<file path="config.mk">
export PLATFORM = sky130hd
export DESIGN_NAME = image_fifo_line_ctrl_flat
export DESIGN_NICKNAME = d
export VERILOG_FILES = /design/src/rtl/image_fifo_line_ctrl_if.sv /design/src/rtl/image_fifo_line_ctrl.sv /design/src/flat_wrapper.sv
export SDC_FILE = /design/constraint.sdc
export NUM_CORES = 1
export LEC_CHECK = 0
export CAP_MARGIN = 20
export CELL_PAD_IN_SITES_DETAIL_PLACEMENT = 0
export CELL_PAD_IN_SITES_GLOBAL_PLACEMENT = 2
export CORE_MARGIN = 2
export CORE_UTILIZATION = 30
export DETAILED_ROUTE_END_ITERATION = 6
export PLACE_DENSITY_LB_ADDON = 0.25
export SLEW_MARGIN = 30
export SYNTH_ARGS = -nofsm -noshare
export SYNTH_HDL_FRONTEND = slang
export SYNTH_SLANG_ARGS = --single-unit
</file>
<file path="constraint.sdc">
create_clock -name Clock -period 4.8 [get_ports Clock]
set_input_delay 0.96 -clock Clock [delete_from_list [all_inputs] [get_ports Clock]]
set_output_delay 0.96 -clock Clock [all_outputs]
set_load 0.05 [all_outputs]
</file>
<file path="src/rtl/image_fifo_line_ctrl_if.sv">
`default_nettype none
// +----------------------------------------------------------------------------+
// | image_fifo_line_ctrl_if : video in/out, external FIFO port and status      |
// | Rev 1.0 - initial release                                                  |
// +----------------------------------------------------------------------------+
interface image_fifo_line_ctrl_if #(
    parameter int DATA_W = 10,
    parameter int LVL_W  = 12
);
    logic              in_fv;
    logic              in_lv;
    logic [DATA_W-1:0] in_data;
    logic [LVL_W-1:0]  line_len;
    logic [DATA_W-1:0] fifo_Data;
    logic              fifo_WrEn;
    logic              fifo_RdEn;
    logic              fifo_Reset;
    logic [DATA_W-1:0] fifo_Q;
    logic              fifo_Empty;
    logic              fifo_Full;
    logic              out_fv;
    logic              out_de;
    logic [DATA_W-1:0] out_data;
    logic [LVL_W-1:0]  level;
    logic              overflow;
    logic              underflow;

    modport slave (
        input  in_fv, in_lv, in_data, line_len, fifo_Q, fifo_Empty, fifo_Full,
        output fifo_Data, fifo_WrEn, fifo_RdEn, fifo_Reset,
        output out_fv, out_de, out_data, level, overflow, underflow
    );

    modport master (
        output in_fv, in_lv, in_data, line_len, fifo_Q, fifo_Empty, fifo_Full,
        input  fifo_Data, fifo_WrEn, fifo_RdEn, fifo_Reset,
        input  out_fv, out_de, out_data, level, overflow, underflow
    );
endinterface
`default_nettype wire

</file>
<file path="src/rtl/image_fifo_line_ctrl.sv">
`default_nettype none
// +----------------------------------------------------------------------------+
// | image_fifo_line_ctrl : writes input lines into an external FIFO and reads  |
// | them back as fixed-length output lines separated by horizontal blanking.   |
// | Rev 1.0 - initial release                                                  |
// +----------------------------------------------------------------------------+
module image_fifo_line_ctrl #(
    parameter int DATA_W    = 10,
    parameter int LVL_W     = 12,
    parameter int RD_THRESH = 16,
    parameter int H_BLANK   = 8
) (
    input  wire logic             Clock,
    input  wire logic             Reset,
    image_fifo_line_ctrl_if.slave bus
);

    typedef enum logic [2:0] {
        IDLE  = 3'd0,
        FLUSH = 3'd1,
        WAIT  = 3'd2,
        LINE  = 3'd3,
        GAP   = 3'd4
    } state_t;

    state_t            r_state;
    state_t            w_next;
    logic              r_fv_d;
    logic              r_lv_d;
    logic              r_rst_d1;
    logic              r_rst_d2;
    logic              r_flush_cnt;
    logic              r_out_de;
    logic              r_overflow;
    logic              r_underflow;
    logic [LVL_W-1:0]  r_level;
    logic [LVL_W-1:0]  r_lines_pending;
    logic [LVL_W-1:0]  r_rd_cnt;
    logic [LVL_W-1:0]  r_gap_cnt;

    logic              w_fifo_rst;
    logic              w_wr;
    logic              w_rd;
    logic              w_fv_rise;
    logic              w_lv_fall;
    logic              w_last_rd;
    logic              w_start_line;
    logic              w_out_fv;
    logic [DATA_W-1:0] w_pix;

    // Flush is held one extra cycle past reset release so the FIFO comes up clean
    assign w_fifo_rst   = r_rst_d1 | r_rst_d2 | (r_state == FLUSH);
    assign w_wr         = bus.in_fv & bus.in_lv & ~bus.fifo_Full & ~w_fifo_rst;
    assign w_rd         = (r_state == LINE) & ~bus.fifo_Empty & ~Reset;
    assign w_fv_rise    = bus.in_fv & ~r_fv_d;
    assign w_lv_fall    = bus.in_fv & r_lv_d & ~bus.in_lv;
    assign w_last_rd    = w_rd & (r_rd_cnt == bus.line_len - LVL_W'(1));
    assign w_start_line = (bus.line_len != '0) &
                          ((r_lines_pending != '0) || (r_level >= LVL_W'(RD_THRESH)));
    assign w_pix        = bus.in_data;

    always_comb begin
        w_next   = r_state;
        w_out_fv = 1'b0;
        unique case (r_state)
            IDLE: begin
                if (w_fv_rise) w_next = FLUSH;
            end
            FLUSH: begin
                if (r_flush_cnt) w_next = WAIT;
            end
            WAIT: begin
                w_out_fv = 1'b1;
                if (w_start_line)
                    w_next = LINE;
                else if (~bus.in_fv && (r_lines_pending == '0) && (r_level == '0))
                    w_next = IDLE;
            end
            LINE: begin
                w_out_fv = 1'b1;
                if (w_last_rd) w_next = GAP;
            end
            GAP: begin
                w_out_fv = 1'b1;
                if (r_gap_cnt == LVL_W'(H_BLANK - 1)) w_next = WAIT;
            end
            default: w_next = IDLE;
        endcase
    end

    always_ff @(posedge Clock) begin
        if (Reset) begin
            r_state         <= IDLE;
            r_fv_d          <= 1'b0;
            r_lv_d          <= 1'b0;
            r_rst_d1        <= 1'b1;
            r_rst_d2        <= 1'b1;
            r_flush_cnt     <= 1'b0;
            r_out_de        <= 1'b0;
            r_overflow      <= 1'b0;
            r_underflow     <= 1'b0;
            r_level         <= '0;
            r_lines_pending <= '0;
            r_rd_cnt        <= '0;
            r_gap_cnt       <= '0;
        end else begin
            r_state  <= w_next;
            r_fv_d   <= bus.in_fv;
            r_lv_d   <= bus.in_lv;
            r_rst_d1 <= 1'b0;
            r_rst_d2 <= r_rst_d1;
            r_out_de <= w_rd;
            r_flush_cnt <= (r_state == FLUSH) ? ~r_flush_cnt : 1'b0;
            r_gap_cnt   <= (r_state == GAP) ? r_gap_cnt + LVL_W'(1) : '0;

            if (w_fifo_rst)
                r_level <= '0;
            else if (w_wr && !w_rd)
                r_level <= r_level + LVL_W'(1);
            else if (!w_wr && w_rd)
                r_level <= r_level - LVL_W'(1);

            // A line ending in the same cycle as a new input line closing nets to zero
            if (w_fifo_rst)
                r_lines_pending <= '0;
            else if (w_lv_fall && !w_last_rd)
                r_lines_pending <= r_lines_pending + LVL_W'(1);
            else if (!w_lv_fall && w_last_rd && (r_lines_pending != '0))
                r_lines_pending <= r_lines_pending - LVL_W'(1);

            if (r_state == WAIT && w_next == LINE)
                r_rd_cnt <= '0;
            else if (w_rd)
                r_rd_cnt <= r_rd_cnt + LVL_W'(1);

            if (bus.in_fv && bus.in_lv && (bus.fifo_Full || w_fifo_rst))
                r_overflow <= 1'b1;
            if (r_state == LINE && bus.fifo_Empty)
                r_underflow <= 1'b1;
        end
    end

    assign bus.fifo_Data  = w_pix;
    assign bus.fifo_WrEn  = w_wr;
    assign bus.fifo_RdEn  = w_rd;
    assign bus.fifo_Reset = w_fifo_rst;
    assign bus.out_fv     = w_out_fv;
    assign bus.out_de     = r_out_de;
    assign bus.out_data   = bus.fifo_Q;
    assign bus.level      = r_level;
    assign bus.overflow   = r_overflow;
    assign bus.underflow  = r_underflow;

endmodule
`default_nettype wire

</file>
<file path="src/flat_wrapper.sv">
// flat-port wrapper written by rule: the top's interface ports become plain ports
module image_fifo_line_ctrl_flat 
#(
    parameter int DATA_W    = 10,
    parameter int LVL_W     = 12,
    parameter int RD_THRESH = 16,
    parameter int H_BLANK   = 8
)
  (Clock, Reset, bus_in_fv, bus_in_lv, bus_in_data, bus_line_len, bus_fifo_Q, bus_fifo_Empty, bus_fifo_Full, bus_fifo_Data, bus_fifo_WrEn, bus_fifo_RdEn, bus_fifo_Reset, bus_out_fv, bus_out_de, bus_out_data, bus_level, bus_overflow, bus_underflow);
  image_fifo_line_ctrl_if #(.DATA_W(DATA_W), .LVL_W(LVL_W)) bus_i ();
  input  wire logic Clock;
  input  wire logic Reset;
  input wire logic [$bits(bus_i.in_fv)-1:0] bus_in_fv;
  input wire logic [$bits(bus_i.in_lv)-1:0] bus_in_lv;
  input wire logic [$bits(bus_i.in_data)-1:0] bus_in_data;
  input wire logic [$bits(bus_i.line_len)-1:0] bus_line_len;
  input wire logic [$bits(bus_i.fifo_Q)-1:0] bus_fifo_Q;
  input wire logic [$bits(bus_i.fifo_Empty)-1:0] bus_fifo_Empty;
  input wire logic [$bits(bus_i.fifo_Full)-1:0] bus_fifo_Full;
  output wire logic [$bits(bus_i.fifo_Data)-1:0] bus_fifo_Data;
  output wire logic [$bits(bus_i.fifo_WrEn)-1:0] bus_fifo_WrEn;
  output wire logic [$bits(bus_i.fifo_RdEn)-1:0] bus_fifo_RdEn;
  output wire logic [$bits(bus_i.fifo_Reset)-1:0] bus_fifo_Reset;
  output wire logic [$bits(bus_i.out_fv)-1:0] bus_out_fv;
  output wire logic [$bits(bus_i.out_de)-1:0] bus_out_de;
  output wire logic [$bits(bus_i.out_data)-1:0] bus_out_data;
  output wire logic [$bits(bus_i.level)-1:0] bus_level;
  output wire logic [$bits(bus_i.overflow)-1:0] bus_overflow;
  output wire logic [$bits(bus_i.underflow)-1:0] bus_underflow;
  assign bus_i.in_fv = bus_in_fv;
  assign bus_i.in_lv = bus_in_lv;
  assign bus_i.in_data = bus_in_data;
  assign bus_i.line_len = bus_line_len;
  assign bus_i.fifo_Q = bus_fifo_Q;
  assign bus_i.fifo_Empty = bus_fifo_Empty;
  assign bus_i.fifo_Full = bus_fifo_Full;
  assign bus_fifo_Data = bus_i.fifo_Data;
  assign bus_fifo_WrEn = bus_i.fifo_WrEn;
  assign bus_fifo_RdEn = bus_i.fifo_RdEn;
  assign bus_fifo_Reset = bus_i.fifo_Reset;
  assign bus_out_fv = bus_i.out_fv;
  assign bus_out_de = bus_i.out_de;
  assign bus_out_data = bus_i.out_data;
  assign bus_level = bus_i.level;
  assign bus_overflow = bus_i.overflow;
  assign bus_underflow = bus_i.underflow;
  image_fifo_line_ctrl #(.DATA_W(DATA_W), .LVL_W(LVL_W), .RD_THRESH(RD_THRESH), .H_BLANK(H_BLANK)) u_core (.Clock(Clock), .Reset(Reset), .bus(bus_i));
endmodule
</file>
## Word level (Yosys, flattened, before mapping)

Index checks and enable logic that the tools add are counted.

| storage, ports and cells | value |
|---|---|
| register bits | 59 |
| bits of input ports | 38 |
| output and inout port bits | 39 |
| logic and storage cells | 92 |

| operators by class | value |
|---|---|
| add/sub/neg operators | 7 |
| magnitude comparators | 1 |
| equality and inequality tests | 7 |
| multiplexer cells | 13 |
| bitwise gates (word level) | 22 |
| reduce and logical (&&, ||, !) cells | 29 |

Operator list:

| kind | count |
|---|---|
| $add 12x1->12 const B | 4 |
| $mux 12 | 4 |
| $sub 12x1->12 const B | 3 |
| $logic_not 12->1 | 2 |
| $reduce_bool 12->1 | 2 |
| $mux 3 | 6 |
| $pmux 3 s5 | 1 |
| $eq 12x12->1 | 1 |
| $eq 12x3->1 const B | 1 |
| $ge 12x5->1 const B | 1 |
| $logic_and 1x1->1 | 11 |
| $and 1x1->1 | 10 |
| $not 1->1 | 10 |
| $eq 3x2->1 const B | 3 |
| $reduce_or 2->1 | 4 |
| $logic_not 1->1 | 4 |
| $reduce_bool 2->1 | 2 |
| $eq 3x1->1 const B | 1 |
| $eq 3x3->1 const B | 1 |
| $logic_not 3->1 | 1 |
| $reduce_or 3->1 | 1 |
| $logic_or 1x1->1 | 2 |
| $mux 1 | 2 |
| $or 1x1->1 | 2 |

## Logic depth before layout (Yosys ltp)

Gate-level depths: netlist (run 1).

| depth | value |
|---|---|
| depth after elaboration | 9 |
| depth in mapped cells | 19 |
| depth with buffers taken out | 18 |

## Worst setup path after synthesis (run 1)

Ideal clock, no wire load.

| timing | value |
|---|---|
| kind | register to register |
| start | register u_core.r_state[1] |
| end | register u_core.r_level[10], in the netlist u_core.bus.level[10] |
| library setup time | 132 ps |
| arrival time | 4418 ps |
| data required time | 4668 ps |
| path slack | 249 ps |
| cell stages (with the launch flop) | 16 |
| buffers on the path | 1 |
| clock period less this slack | 4551 ps |
| path through | dfxtp_1 > buf_2 > o21ai_0 > or2_2 > nor2_1 > ha_1 > inv_1 > fa_1 > a21o_1 > a21oi_1 > o21ai_0 > a221oi_1 > o21ai_0 > xor2_1 > nand2_1 > a21oi_1 |

| between the ends | value |
|---|---|
| longest elaborated chain between the ends | 7 |
| elaborated cells on any way between the ends | 14 |
| classes of those cells | eq/ne: 2; mux: 1; bitwise: 5; reduce/logical: 6 |

Ends and longest elaborated chain:

| item | RTL line | source |
|---|---|---|
| start: declaration | image_fifo_line_ctrl.sv:26 | `state_t r_state;` |
| start signal: assignment | image_fifo_line_ctrl.sv:107 | `r_state <= w_next;` |
| $eq 3x1->1 (*) | image_fifo_line_ctrl.sv:52 | `assign w_fifo_rst = r_rst_d1 \| r_rst_d2 \| (r_state == FLUSH);` |
| $or 1x1->1 (*) | image_fifo_line_ctrl.sv:52 |  |
| net bus_fifo_Reset | flat_wrapper.sv:23 | `output wire logic [$bits(bus_i.fifo_Reset)-1:0] bus_fifo_Reset;` |
| $not 1->1 (*) | image_fifo_line_ctrl.sv:53 | `assign w_wr = bus.in_fv & bus.in_lv & ~bus.fifo_Full & ~w_fifo_rst;` |
| $and 1x1->1 (*) | image_fifo_line_ctrl.sv:53 |  |
| net bus_fifo_WrEn | flat_wrapper.sv:21 | `output wire logic [$bits(bus_i.fifo_WrEn)-1:0] bus_fifo_WrEn;` |
| $logic_not 1->1 | image_fifo_line_ctrl.sv:120 | `else if (!w_wr && w_rd)` |
| $logic_and 1x1->1 | image_fifo_line_ctrl.sv:120 |  |
| $reduce_bool 2->1 (no source line) | - |  |
| end signal: assignment | image_fifo_line_ctrl.sv:119 | `r_level <= r_level + LVL_W'(1);` |
| end signal: assignment | image_fifo_line_ctrl.sv:121 | `r_level <= r_level - LVL_W'(1);` |
| end: declaration | image_fifo_line_ctrl.sv:36 | `logic [LVL_W-1:0] r_level;` |

The timed path passes the listed nets; every way through them passes the cells marked *.
A chain may end at the register's enable or synchronous reset.

## Worst setup path in the final report (run 1)

| timing | value |
|---|---|
| start | input port bus_line_len[1] |
| end | register u_core.r_lines_pending[11] |

| between the ends | value |
|---|---|
| longest elaborated chain between the ends | 6 |
| elaborated cells on any way between the ends | 9 |
| classes of those cells | add/sub: 1; eq/ne: 1; mux: 1; bitwise: 1; reduce/logical: 5 |

Ends and longest elaborated chain:

| item | RTL line | source |
|---|---|---|
| start: declaration | flat_wrapper.sv:16 | `input wire logic [$bits(bus_i.line_len)-1:0] bus_line_len;` |
| $sub 12x1->12 (*) | image_fifo_line_ctrl.sv:57 | `assign w_last_rd = w_rd & (r_rd_cnt == bus.line_len - LVL_W'(1));` |
| $eq 12x12->1 (*) | image_fifo_line_ctrl.sv:57 |  |
| $and 1x1->1 (*) | image_fifo_line_ctrl.sv:57 |  |
| $logic_not 1->1 or $logic_and 1x1->1 (tied branches) | image_fifo_line_ctrl.sv:126, image_fifo_line_ctrl.sv:128 |  |
| $logic_and 1x1->1 (on tied branches) | image_fifo_line_ctrl.sv:126, image_fifo_line_ctrl.sv:128 |  |
| $mux 12 or $reduce_bool 2->1 (tied branches) | - |  |
| end signal: assignment | image_fifo_line_ctrl.sv:127 | `r_lines_pending <= r_lines_pending + LVL_W'(1);` |
| end signal: assignment | image_fifo_line_ctrl.sv:129 | `r_lines_pending <= r_lines_pending - LVL_W'(1);` |
| end: declaration | image_fifo_line_ctrl.sv:37 | `logic [LVL_W-1:0] r_lines_pending;` |

Mark *: on every way between the ends. The rest lies on a longest branch, timed or not.

==> results of run 1 <==
-- cells in the mapped netlist (6+ instances only) --
cell type and count:
a21o_1 7, nor2_1 61, inv_1 15, a21oi_1 30, nand3_1 22, o21ai_0 25
clkbuf_1 9, nand2_1 31, buf_4 20, xor2_1 27, nor2b_1 8, nand2b_1 6
nor3_1 14, and3_1 10, dfxtp_1 59, ha_1 24, nor4_1 12, nand4_1 7
xnor2_1 28
-- power groups by stage --
| stage | Sequential (mW) | Clock [mW] | Combinational (mW) |
|---|---|---|---|
| detailed placement | 0.510 | 0 | 0.0983 |
| finish | 0.499 | 0.615 | 0.0995 |
| floorplan | 0.509 | 0 | 0.0994 |
| CTS | 0.499 | 0.640 | 0.0989 |
| global placement | 0.510 | 0 | 0.0985 |
| global route | 0.500 | 0.660 | 0.110 |
-- worst max path at each step --
stage	start	to	slack (ns)	cells past startpoint
finish	bus_line_len[1]	u_core.r_lines_pending[11]	0.36	18
global route	bus_line_len[1]	u_core.r_lines_pending[11]	-0.001	20
CTS	bus_line_len[0]	u_core.r_lines_pending[11]	0.24	19
detailed placement	bus_line_len[0]	u_core.r_lines_pending[11]	-0.11	19
global placement	bus_line_len[0]	u_core.r_lines_pending[10]	-0.02	19
floorplan	u_core.r_state[1]	u_core.bus.level[10]	0.25	15
-- cells in the final DEF, fill, tap and decap left out, drive strengths merged, types with 3 or more instances in the layout --
cell            n
nor2           61
dfxtp          59
clkdlybuf4s50  36
buf            33
nand2          31
a21oi          30
xnor2          28
xor2           27
o21ai          25
ha             24
nand3          22
inv            16
nor3           14
nor4           13
and3           10
clkbuf         10
nor2b           8
nand4           7
a21o            7
nand2b          6
o211ai          4
a31oi           4
o21bai          4
clkinv          4
or2             3
a211oi          3
mux2i           3
o21a            3
nand3b          3
-- logic make-up after synthesis --
family / count (synthesis) / share of synthesized area [%]
simple gates: 187 / 24.5
compound gates: 95 / 15.5
flops: 59 / 30.7
xor+xnor: 55 / 12.5
buf+inv: 50 / 7.16
fa+ha+maj: 26 / 8.85
mux: 3 / 0.781
-- layout make-up --
class	instances	area share [%]
multi-input cells	366	50.7
flip-flops and latches	59	24.7
clock inverters	6	1.05
repair buffers	69	12.7
well taps	172	4.51
inverters	16	1.26
clock buffers	10	5.00
-- registers in the layout (all words and copies together), names as in the netlist, 3 cells and up --
register and flops:
u_core.r_rd_cnt 12, u_core.r_lines_pending 12, u_core.r_gap_cnt 12, u_core.bus.level 12
u_core.r_state 3
-- through the flow --
step / area (um2) / hold slack [ns] / std cells / TNS, ns
2_1_floorplan: 3840 / 0.418 / 475 / 0
3_3_place_gp: 4450 / 0.426 / 682 / -0.0402
3_5_place_dp: 4460 / 0.428 / 682 / -0.175
4_1_cts: 4740 / 0.443 / 698 / 0
5_1_grt: 4780 / 0.459 / 698 / -0.00104
6_report: 4780 / 0.445 / 698 / 0
-- layer usage --
metal  global-route usage (%)  vias to the layer above  wire [um]
met3                     3.45                       11        266
met4                     6.12                        0        188
met2                     22.6                       45       4290
li1                         -                     1751          -
met5                        0                        -          0
met1                     18.4                     1552       4560
==> metrics.yaml, run 1 <==
status: "finished, final reports clean"
nFillCells: 1306
utilization_pct: 38.0
gp_congestion: 0.783
pre_cts_slack_ns: -0.106
yosysTopAreaCell: "dfxtp_1"
cts_setup_buffers: 0
max_slew_margin_pct: 61.1
max_stage_delay_ns: 0.48
drv_cap: 0
die_h_um: 117
power_frac_seq_pct: 41.1
layout-drive-gt1-share_pct: 12.2
multi_input_area_um2: 2420
cts_root_buf: "clkbuf_16"
whs_endpoint: "u_core.r_rst_d2"
pwr-share-comb_pct: 8.2
rows: 41
p_leak_nw: 1.83
synth.distinct_cells: 51
setup_slack_ns: 0.357
cts_sinks: 59
synthArstFlopShare_pct: 0
cp.arrival_ns: 4.64
hold_path_depth: 1
via_per_inst: 4.81
path_cells: "clkdlybuf4s50_1, inv_1, ha_2, xor2_1, nand2_1, nor4_4, nand4_1, a2111o_1, and2_1, inv_2, buf_4, ha_1, o21a_1, o211ai_1, a311oi_2, nor4_2, o21ai_0, nor3b_1"
worstSetupPathType: "input port to flop"
p_int_uw: 911
cp.buffers_inverters: 4
period_share_pct: 92.6
setup_violations: 0
cts-resized-gates: 0
antenna_cells: 0
ir_drop_mv: 0.110
yosys-top-cells-area: "dfxtp_1, ha_1, xnor2_1, xor2_1, nor2_1"
drt-initial-drc-count: 111
grt_pass1_wl_mm: 15.2
ys_seq_area_share_pct: 30.7
postRouteAntennaNets: 0
start_kind: "input port"
cpLargestDelayFamily: "compound AO/OA/AOI/OAI gates"
cp_max_fo: 8
routed_wl_mm: 9.30
vias: 3359
tightest_slew_ns: 0.583
numCtsBuffers: 9
power.density_nw_per_um2: 254
drtPass1Iterations: 4
r2r_end: "u_core.r_lines_pending[11]"
r2r_start: "u_core.r_state[1]"
max_freq_mhz: 225
fin_crit_ns: 4.44
ys_warn_count: 0
min-delay-start: "u_core.r_rst_d1"
io_pins: 77
insertion_delay_ns: 0.34
grt_max_degree: 26
syn_inst: 475
synth-edff-count: 0
grt_pass1_vias: 3232
antenna_found_initial: 0
path_clk_slew_ns: 0.06
area_growth_pct: 24.2
ys_ff_latch: 59
core-area_um2: 12600
r2r_cells: 15
die_area_um2: 13700
routedWlPerCell_um: 13.3
power_mw: 1.21
postCtsHoldBufs: 0
cts_tree: "done"
cts_max_path_buffers: 2
drv_slew: 0
overflow: 0
finalNetCount: 585
seq_area_um2: 1180
start_util_pct: 30.6
pwr-share-clk_pct: 50.7
io_buffer_count: 36
drc: 0
cts_htree_levels: 3
synth_flop_cell: "dfxtp_1"
synth.avg_cell_area_um2: 8.09
swShare_pct: 25.0
dp_hpwl_mm: 6.93
hp-class: "flop to flop"
dieWidth_um: 117
gr-usage-all-layers_pct: 14.2
p_sw_uw: 303
cp-end-kind: "flop"
fin_skew_ns: 0.00645
critPathSlowestCell: "clkdlybuf4s50_1"
netlist_area_um2: 3840
syn_nets: 539
finalHoldViolCount: 0
synth_top_cell_area_share_pct: 30.7
critPathRequiredTime_ns: 5.00
r2r_setup_slack_ns: 0.90
(Power assumes the default switching activity.)
==> run 2, diff against run 1 <==
Settings changed: CORE_UTILIZATION 30 to 27.
Clock period 4.8 ns to 3.9 ns, I/O delays scaled along.
==> run 2 against run 1 <==
Hold slack better by 0.0029 ns. Clock skew is 0.0025 ns higher. Design area is 14% higher. Flip-flop and latch count stayed put. Core utilization is 1.2 points higher. Die area is 11% higher. Non-clock buffer count is 53 higher. Critical path depth stayed put. Largest cell class unchanged.
==> metrics.yaml, run 2 (synthesis gave the netlist of run 1 again) <==
status: "finished, final reports clean"
io_buffer_count: 36
cp.arrival_ns: 3.96
vias: 3602
finalNetCount: 638
cts_tree: "done"
cts_root_buf: "clkbuf_16"
gr-usage-all-layers_pct: 14.4
cp_max_fo: 7
final_area_um2: 5450
cts_max_path_buffers: 2
ir_drop_mv: 0.168
antenna_found_initial: 0
multi_input_area_um2: 2660
critPathSlowestCell: "a2111o_1"
place_area_um2: 4850
r2r_cells: 15
grt_max_degree: 18
routedWlPerCell_um: 13.8
layout-drive-gt1-share_pct: 28.2
drt-initial-drc-count: 145
p_leak_nw: 2.23
rsz0062_at_grt: "true"
layout_common_cells: "buf_4, dfxtp_1, nor2_1"
fin_skew_ns: 0.00898
cp-end-kind: "flop"
dieWidth_um: 123
nFillCells: 1431
drc: 0
via_per_inst: 4.75
antenna_cells: 0
seq_area_um2: 1180
power_mw: 1.58
power.density_nw_per_um2: 290
path_cells: "buf_6, buf_4, nor3_2, buf_4, nand3_1, a211oi_2, nor3_2, a2111o_1, and2_4, inv_6, buf_12, ha_4, o21a_1, o211ai_1, a311oi_2, nor4_2, nor3_1, nor3b_1"
hold_path_depth: 1
cp.buffers_inverters: 5
cts_sinks: 59
insertion_delay_ns: 0.32
core-area_um2: 13900
area_growth_pct: 41.7
worstSetupPathType: "input port to flop"
overflow: 0
setup_violations: 0
grt_pass1_wl_mm: 17.3
cts_htree_levels: 3
drt-met1-wl_mm: 5.20
max_slew_margin_pct: 66.0
max_freq_mhz: 269
finalHoldViolCount: 0
fin_crit_ns: 3.71
highest_layer: "met4"
r2r_start: "u_core.r_state[2]"
max_stage_delay_ns: 0.40
wl_met3_um: 256
io_pins: 77
hp-class: "flop to flop"
dp_hpwl_mm: 7.65
die_area_um2: 15200
wl_met2_mm: 4.95
path_clk_slew_ns: 0.06
start_kind: "input port"
postRouteAntennaNets: 0
final_common_cell: "buf_4"
drv_slew: 0
numCtsBuffers: 9
drtPass1Iterations: 6
cpLargestDelayFamily: "compound AO/OA/AOI/OAI gates"
start_util_pct: 27.7
whs_endpoint: "u_core.r_rst_d2"
r2r_end: "u_core.r_lines_pending[11]"
r2r_setup_slack_ns: 0.27
gp_congestion: 0.794
critPathRequiredTime_ns: 4.15
grt_pass1_vias: 3608
postCtsHoldBufs: 0
tightest_slew_ns: 0.508
period_share_pct: 95.2
routed_wl_mm: 10.5
drv_cap: 0
die_h_um: 123
rows: 43
min-delay-start: "u_core.r_rst_d1"
[run 2: cell count changes in the layout (fill, tap and decap cells not counted), sizes merged]
| cell | before | now |
|---|---|---|
| buf | 33 | 89 |
| clkdlybuf4s50 | 36 | 21 |
| clkbuf | 10 | 17 |
| dlymetal6s2s | 0 | 5 |
| bufinv | 0 | 1 |
| clkinv | 4 | 5 |
| clkinvlp | 2 | 1 |
| inv | 16 | 15 |
[run 2: metrics by stage]
stage	utilization, %	instances	setup WS [ns]	TNS [ns]	hold WS (ns)
after global placement	34.9	737	-0.624	-4.00	0.427
after CTS	38.1	755	0.00389	0	0.453
final	39.2	759	0.189	0	0.448
after global routing	39.2	759	-0.0201	-0.0259	0.483
after floorplan	-	475	-0.0602	-0.115	0.418
after detailed placement	34.9	737	-0.661	-4.27	0.438
[run 2: cell type report]
class	count	share of cell area, %
multi-input cells	366	48.8
well taps	180	4.14
inverters	16	1.19
clock buffers	10	4.39
clock inverters	6	1.19
repair buffers	122	18.6
flip-flops and latches	59	21.7
[run 2: worst max path at each step]
stage	start	slack (ns)	depth (start not counted)	to
after floorplan	Reset	-0.06	16	u_core.r_lines_pending[10]
after global placement	bus_line_len[0]	-0.62	19	u_core.r_lines_pending[11]
after detailed placement	bus_line_len[0]	-0.66	19	u_core.r_lines_pending[11]
after CTS	bus_line_len[1]	0.004	18	u_core.r_lines_pending[11]
after global routing	bus_line_len[4]	-0.02	16	u_core.r_lines_pending[11]
final	bus_line_len[1]	0.19	18	u_core.r_lines_pending[11]
[run 2: metal layers]
layer,vias to the layer above,global-route usage (%)
met1,1678,19.1
met5,-,0
met4,0,4.83
met2,52,23.2
li1,1858,-
met3,14,2.77
[run 2: repair_timing]
item                                    CTS  global route
buffers inserted                          2             4
endpoints found under the hold margin     0             0
endpoints found under the setup margin    6             9
pin swaps                                15            33
gates resized for setup                  39            52
cloned                                    0             0
[run 2: power by group]
part	internal, mW	switching (mW)	leakage [nW]	total [mW]
clock network	0.512	0.300	0.148	0.811
registers	0.608	0.00367	0.477	0.612
logic	0.0790	0.0793	1.60	0.158
total	1.20	0.383	2.23	1.58
